--- src/rtl/dem_tree_scheduler.sv ---
// Sequencer for the tree-structured DEM encoder: walks 2^LEVELS-1 nodes through one shared switching node.
// Optional DEM_SCHED_CHECK_EN builds a per-job consistency checker driving err_o.
module dem_tree_scheduler #(
  parameter int unsigned WIDTH  = 5,
  parameter int unsigned LEVELS = 4
) (
  input  logic                       clk_i,
  input  logic                       reset_i,
  input  logic                       in_valid_i,
  output logic                       in_ready_o,
  input  logic [WIDTH-1:0]           code_i,
  output logic                       sw_req_o,
  input  logic                       sw_ack_i,
  output logic [WIDTH-1:0]           sw_x_o,
  output logic [$clog2(LEVELS):0]    sw_level_o,
  output logic [LEVELS-2:0]          sw_index_o,
  input  logic [WIDTH-1:0]           sw_out1_i,
  input  logic [WIDTH-1:0]           sw_out2_i,
  output logic                       out_valid_o,
  input  logic                       out_ready_i,
  output logic [(1<<LEVELS)-1:0]     elem_o,
  output logic                       busy_o,
  output logic                       err_o
);

  localparam int unsigned N  = 1 << LEVELS;
  localparam int unsigned NB = N / 2;
  localparam int unsigned IW = LEVELS - 1;
  localparam int unsigned LW = $clog2(LEVELS) + 1;
  localparam int unsigned SW = WIDTH + 1;

  typedef enum logic [1:0] {IDLE, ISSUE, DONE} state_t;

  state_t           state_q;
  logic [WIDTH-1:0] node_q [2][NB];
  logic             cur_q;
  logic [IW-1:0]    last_q;
  logic [N-1:0]     elem_q;

  logic [WIDTH-1:0] code_sat_c;
  logic             leaf_c;
  logic             level_end_c;
  logic [IW-1:0]    slot_c;
  logic [IW-1:0]    next_idx_c;

  assign code_sat_c  = (code_i > WIDTH'(N)) ? WIDTH'(N) : code_i;
  assign leaf_c      = (sw_level_o == LW'(1));
  assign level_end_c = (sw_index_o == last_q);
  assign slot_c      = IW'({sw_index_o, 1'b0});
  assign next_idx_c  = sw_index_o + IW'(1);

  // last_q tracks the final index of the current level (0, 1, 3, 7, ...)
  always_ff @(posedge clk_i or posedge reset_i) begin
    if (reset_i) begin
      state_q     <= IDLE;
      in_ready_o  <= 1'b1;
      sw_req_o    <= 1'b0;
      sw_x_o      <= '0;
      sw_level_o  <= '0;
      sw_index_o  <= '0;
      out_valid_o <= 1'b0;
      elem_o      <= '0;
      busy_o      <= 1'b0;
      cur_q       <= 1'b0;
      last_q      <= '0;
      elem_q      <= '0;
      for (int b = 0; b < 2; b++) begin
        for (int i = 0; i < int'(NB); i++) begin
          node_q[b][i] <= '0;
        end
      end
    end else begin
      case (state_q)
        IDLE: begin
          if (in_valid_i) begin
            state_q           <= ISSUE;
            in_ready_o        <= 1'b0;
            busy_o            <= 1'b1;
            sw_req_o          <= 1'b1;
            sw_x_o            <= code_sat_c;
            sw_level_o        <= LW'(LEVELS);
            sw_index_o        <= '0;
            last_q            <= '0;
            node_q[cur_q][0]  <= code_sat_c;
          end
        end
        ISSUE: begin
          if (sw_ack_i) begin
            if (leaf_c) begin
              elem_q[{sw_index_o, 1'b0}] <= sw_out1_i[0];
              elem_q[{sw_index_o, 1'b1}] <= sw_out2_i[0];
            end else begin
              node_q[~cur_q][slot_c]          <= sw_out1_i;
              node_q[~cur_q][slot_c | IW'(1)] <= sw_out2_i;
            end
            if (level_end_c) begin
              if (leaf_c) begin
                state_q  <= DONE;
                sw_req_o <= 1'b0;
              end else begin
                sw_level_o <= sw_level_o - LW'(1);
                sw_index_o <= '0;
                last_q     <= IW'({last_q, 1'b1});
                cur_q      <= ~cur_q;
                // Slot 0 of the next level is being written this cycle when the level had one node
                sw_x_o     <= (sw_index_o == '0) ? sw_out1_i : node_q[~cur_q][0];
              end
            end else begin
              sw_index_o <= next_idx_c;
              sw_x_o     <= node_q[cur_q][next_idx_c];
            end
          end
        end
        DONE: begin
          if (!out_valid_o) begin
            out_valid_o <= 1'b1;
            elem_o      <= elem_q;
          end else if (out_ready_i) begin
            out_valid_o <= 1'b0;
            state_q     <= IDLE;
            in_ready_o  <= 1'b1;
            busy_o      <= 1'b0;
          end
        end
        default: state_q <= IDLE;
      endcase
    end
  end

`ifdef DEM_SCHED_CHECK_EN
  logic [SW-1:0] sum_c;
  logic [SW-1:0] lim_c;

  assign sum_c = {1'b0, sw_out1_i} + {1'b0, sw_out2_i};
  assign lim_c = SW'(1) << (sw_level_o - LW'(1));

  // Sticky flag: children must conserve the parent value and fit the subtree
  always_ff @(posedge clk_i or posedge reset_i) begin
    if (reset_i) begin
      err_o <= 1'b0;
    end else if (state_q == ISSUE && sw_ack_i &&
                 (sum_c != {1'b0, sw_x_o} ||
                  {1'b0, sw_out1_i} > lim_c ||
                  {1'b0, sw_out2_i} > lim_c)) begin
      err_o <= 1'b1;
    end
  end
`else
  assign err_o = 1'b0;
`endif

endmodule

--- config.mk ---
export PLATFORM = sky130hd
export DESIGN_NAME = dem_tree_scheduler
export DESIGN_NICKNAME = d
export VERILOG_FILES = /design/src/rtl/dem_tree_scheduler.sv
export SDC_FILE = /design/constraint.sdc
export NUM_CORES = 1
export LEC_CHECK = 0
export CORE_MARGIN = 2
export CORE_UTILIZATION = 50
export CTS_BUF_LIST = sky130_fd_sc_hd__clkbuf_16
export DETAILED_ROUTE_END_ITERATION = 7
export GPL_TIMING_DRIVEN = 0
export MAX_ROUTING_LAYER = met4
export PLACE_DENSITY = 0.81
export SETUP_SLACK_MARGIN = 0.15
export SLEW_MARGIN = 20
export SYNTH_ARGS = -nofsm -noshare
export SYNTH_HDL_FRONTEND = slang
export SYNTH_SLANG_ARGS = --single-unit
--- constraint.sdc ---
create_clock -name clk_i -period 11.52 [get_ports clk_i]
set_input_delay 2.304 -clock clk_i [delete_from_list [all_inputs] [get_ports clk_i]]
set_output_delay 2.304 -clock clk_i [all_outputs]
set_load 0.01 [all_outputs]
==> impl_results.md <==
* CP Launch Type: input pin
* Critical Path Start: sw_ack_i
* CTS tree: built
* Per-cell routed wire length at 19.7 um
* Outcome: finished clean
* PortBufs at 46
* Slew HR at 48.0%
* CP required at 11.83 ns
* Place WS at 7.04 ns
* DIE HEIGHT at 117 um
* Slew of the pin with the lowest slew margin at 0.775 ns
* Root Driver: clkbuf_16
* Yosys top cell area share at 51.7%
* Top fanout value on the critical path at 6
* Via density at 5.67
* Hold Crit Depth at 2
* Layout Skew at 0.00444 ns
* Filler cells at 918
* Synthesized net count at 512
* Core Region at 12600 um2
* DRT Wirelength at 14600 um
* Final Hold Vio Count at 0
* Final min period at 4.08 ns
* Cell area after synthesis at 6390 um2
* Min-Delay Path Class: flip-flop to flip-flop
* Synth-to-Final Area Change at 22.2%
* Setup ws final at 7.44 ns
* Max-capacitance violation count at 0
* CTS clk-pin slew, worst paths at 0.06 ns
* Io pins at 52
* DRT iter0 DRCs at 364
* Vias in the first global route at 4403
* Tcrit/Tclk final at 35.5%
* Warnings from Yosys at 0
* Total congestion overflow at 0
* Final Slew Violations at 0
* Vias after detailed routing at 4178
* Synth area leaders: dfrtp_1 (52%), mux2_2 (19%), mux2i_1 (4.2%), mux4_2 (2.5%), nand2_1 (1.8%)
* Cell row count at 41
* Pre-antenna DRT Iters at 4
* Reg-to-Reg Start: sw_index_o[1]$_DFFE_PP0P_
* Count of unique library cells instantiated by Yosys at 50
* First-pass GRT wire length at 23200 um
* Mapped Cells at 486
* Async SR Flop Fraction at 100%
* Post-cts resize count at 0
* Largest net degree at the start of global routing at 85
* EDFF count, synth at 0
* Worst hold start: in_ready_o$_DFFE_PP1P_
* CTS max path bufs at 2
* Residual DRC at 0
* Fin nets at 578
* CTS buffer count at 17
* Seq/Total Area, Yosys at 52.1%
* Power Density at 300 nW/um2
* # H-tree levels at 4
* Die W at 117 um
* Initial Utilization at 50.9%
* Yosys top cell by area: dfrtp_1
* Final setup violation count at 0
* Synth Flop Type: dfrtp_1
* Peak VDD IR at 0.152 mV
* Fmax at 0.245 GHz
* P_leak at 3.50 nW
* Syn_area_per_cell at 13.2 um2
* Setup crit end kind: flip-flop
* Ant diodes at 0
* DRT antenna net count at 0
* Total track usage at 23.5%
* Post-DP HPWL at 9820 um
* Worst Path Arrival at 4.39 ns
* Initial antenna violation count at 0
* Crit path kind: input pin to flip-flop
* RSZ-0062 raised after global routing: no
* Final TNS setup at 0 ns
* Register bit total from synthesis at 133
* Post-CTS Setup Repair Bufs at 0
* Num Clock Sinks at 133
* Die ar. at 13700 um2
* CTS Hold Bufs at 0
* Layout cells sized above 1 at 31.3%
* Worst r2r path cells at 7
* Clock Latency Late Sink at 0.42 ns
* RD Place Congestion at 0.865
==> worst max-delay path: stages <==
cell and delay, ns:
clkdlybuf4s50_1 0.54, nand2_1 0.15, o21ai_0 0.37, and3_1 0.21
buf_2 0.20, a21o_1 0.24, mux2_2 0.36
==> sequential cells by signal (all words and copies together) (netlist names), 2 cells and up <==
register / count
sw_x_o: 5
node_q: 80
sw_index_o: 3
state_q: 2
last_q: 3
elem_q: 16
elem_o: 16
sw_level_o: 3
==> metrics by stage <==
step | area, um2 | total power [mW] | hold WS [ns] | instances | utilization (%)
after global placement | 7070 | 1.63 | 0.457 | 704 | 56.2
final | 7810 | 2.34 | 0.488 | 737 | 62.1
after CTS | 7810 | 2.34 | 0.492 | 737 | 62.1
after floorplan | 6390 | 1.42 | 0.465 | 486 | -
after detailed placement | 7100 | 1.67 | 0.481 | 705 | 56.5
after global routing | 7810 | 2.46 | 0.507 | 737 | 62.1
==> layout by cell type (no fill, tap or decap), types with 4 or more instances in the layout <==
| cell | netlist | final |
|---|---|---|
| a221o_1 | 5 | 5 |
| a22o_1 | 10 | 10 |
| a22oi_1 | 10 | 10 |
| a31oi_1 | 5 | 5 |
| a41oi_1 | 5 | 5 |
| buf_1 | 5 | 5 |
| buf_2 | 7 | 7 |
| buf_6 | 5 | 5 |
| bufinv_16 | 0 | 8 |
| clkbuf_1 | 5 | 5 |
| clkbuf_16 | 0 | 17 |
| clkdlybuf4s50_1 | 0 | 46 |
| dfrtp_1 | 132 | 132 |
| ha_1 | 6 | 6 |
| inv_1 | 8 | 7 |
| mux2_2 | 109 | 109 |
| mux2i_1 | 27 | 27 |
| mux4_2 | 7 | 7 |
| nand2_1 | 31 | 31 |
| nand2b_1 | 5 | 5 |
| nand3_1 | 10 | 10 |
| nor2_1 | 16 | 16 |
| nor2b_1 | 11 | 11 |
| nor3b_1 | 4 | 4 |
| o21ai_0 | 18 | 18 |
==> area by class of cell <==
class                           count  area (um2)  share of cell area, %
Sequential cell                   133        3330                   42.6
Multi-Input combinational cell    318        2860                   36.7
Timing Repair Buffer               47         488                   6.25
Clock buffer                       17         425                   5.45
Clock inverter                     15         283                   3.62
Tap cell                          172         215                   2.76
Buffer                             26         166                   2.13
Inverter                            9        38.8                  0.497
==> report_power, final <==
group | internal (mW) | leakage (nW) | switching, mW
sequential | 0.653 | 1.67 | 0.111
clock | 0.447 | 0.342 | 0.202
combinational | 0.469 | 1.49 | 0.458
total | 1.57 | 3.50 | 0.771
==> cells in the mapped netlist (4+ instances only) <==
cell type / number
dfrtp_1: 132
mux2_2: 109
nand2_1: 31
mux2i_1: 27
o21ai_0: 18
nor2_1: 16
nor2b_1: 11
a22o_1: 10
a22oi_1: 10
nand3_1: 10
inv_1: 8
buf_2: 7
mux4_2: 7
ha_1: 6
a221o_1: 5
a31oi_1: 5
a41oi_1: 5
buf_1: 5
buf_6: 5
clkbuf_1: 5
nand2b_1: 5
nor3b_1: 4
==> final timing paths <==
kind / endpoint / slack (ns)
setup / recovery: node_q[78]$_DFFE_PP0P_ / 7.44
hold / removal: in_ready_o$_DFFE_PP1P_ / 0.49
setup reg to reg: sw_x_o[3]$_DFFE_PP0P_ / 8.76
hold reg to reg: in_ready_o$_DFFE_PP1P_ / 0.49
max in group asynchronous: elem_o[13]$_DFFE_PP0P_ / 8.47
min in group asynchronous: node_q[77]$_DFFE_PP0P_ / 2.30
==> logic make-up (layout without fill, tap and decap cells) <==
family          Yosys count  in the layout  share of synthesized area (%)
buf+inv                  35            114                           3.13
fa+ha+maj                 6              6                           1.17
other cells               1              1                         0.0587
xor+xnor                  5              5                          0.685
mux                     149            149                           27.8
flops                   133            133                           52.1
simple gates             94             94                           7.77
compound gates           63             63                           7.34
==> layer usage <==
layer / vias to the layer above / routed length (um) / track usage, %
li1: 1906 / - / -
met1: 2158 / 6210 / 28.8
met2: 94 / 7550 / 38.9
met3: 20 / 569 / 4.79
met4: 0 / 221 / 8.55
met5: - / 0 / -
(Power assumes the default switching activity.)
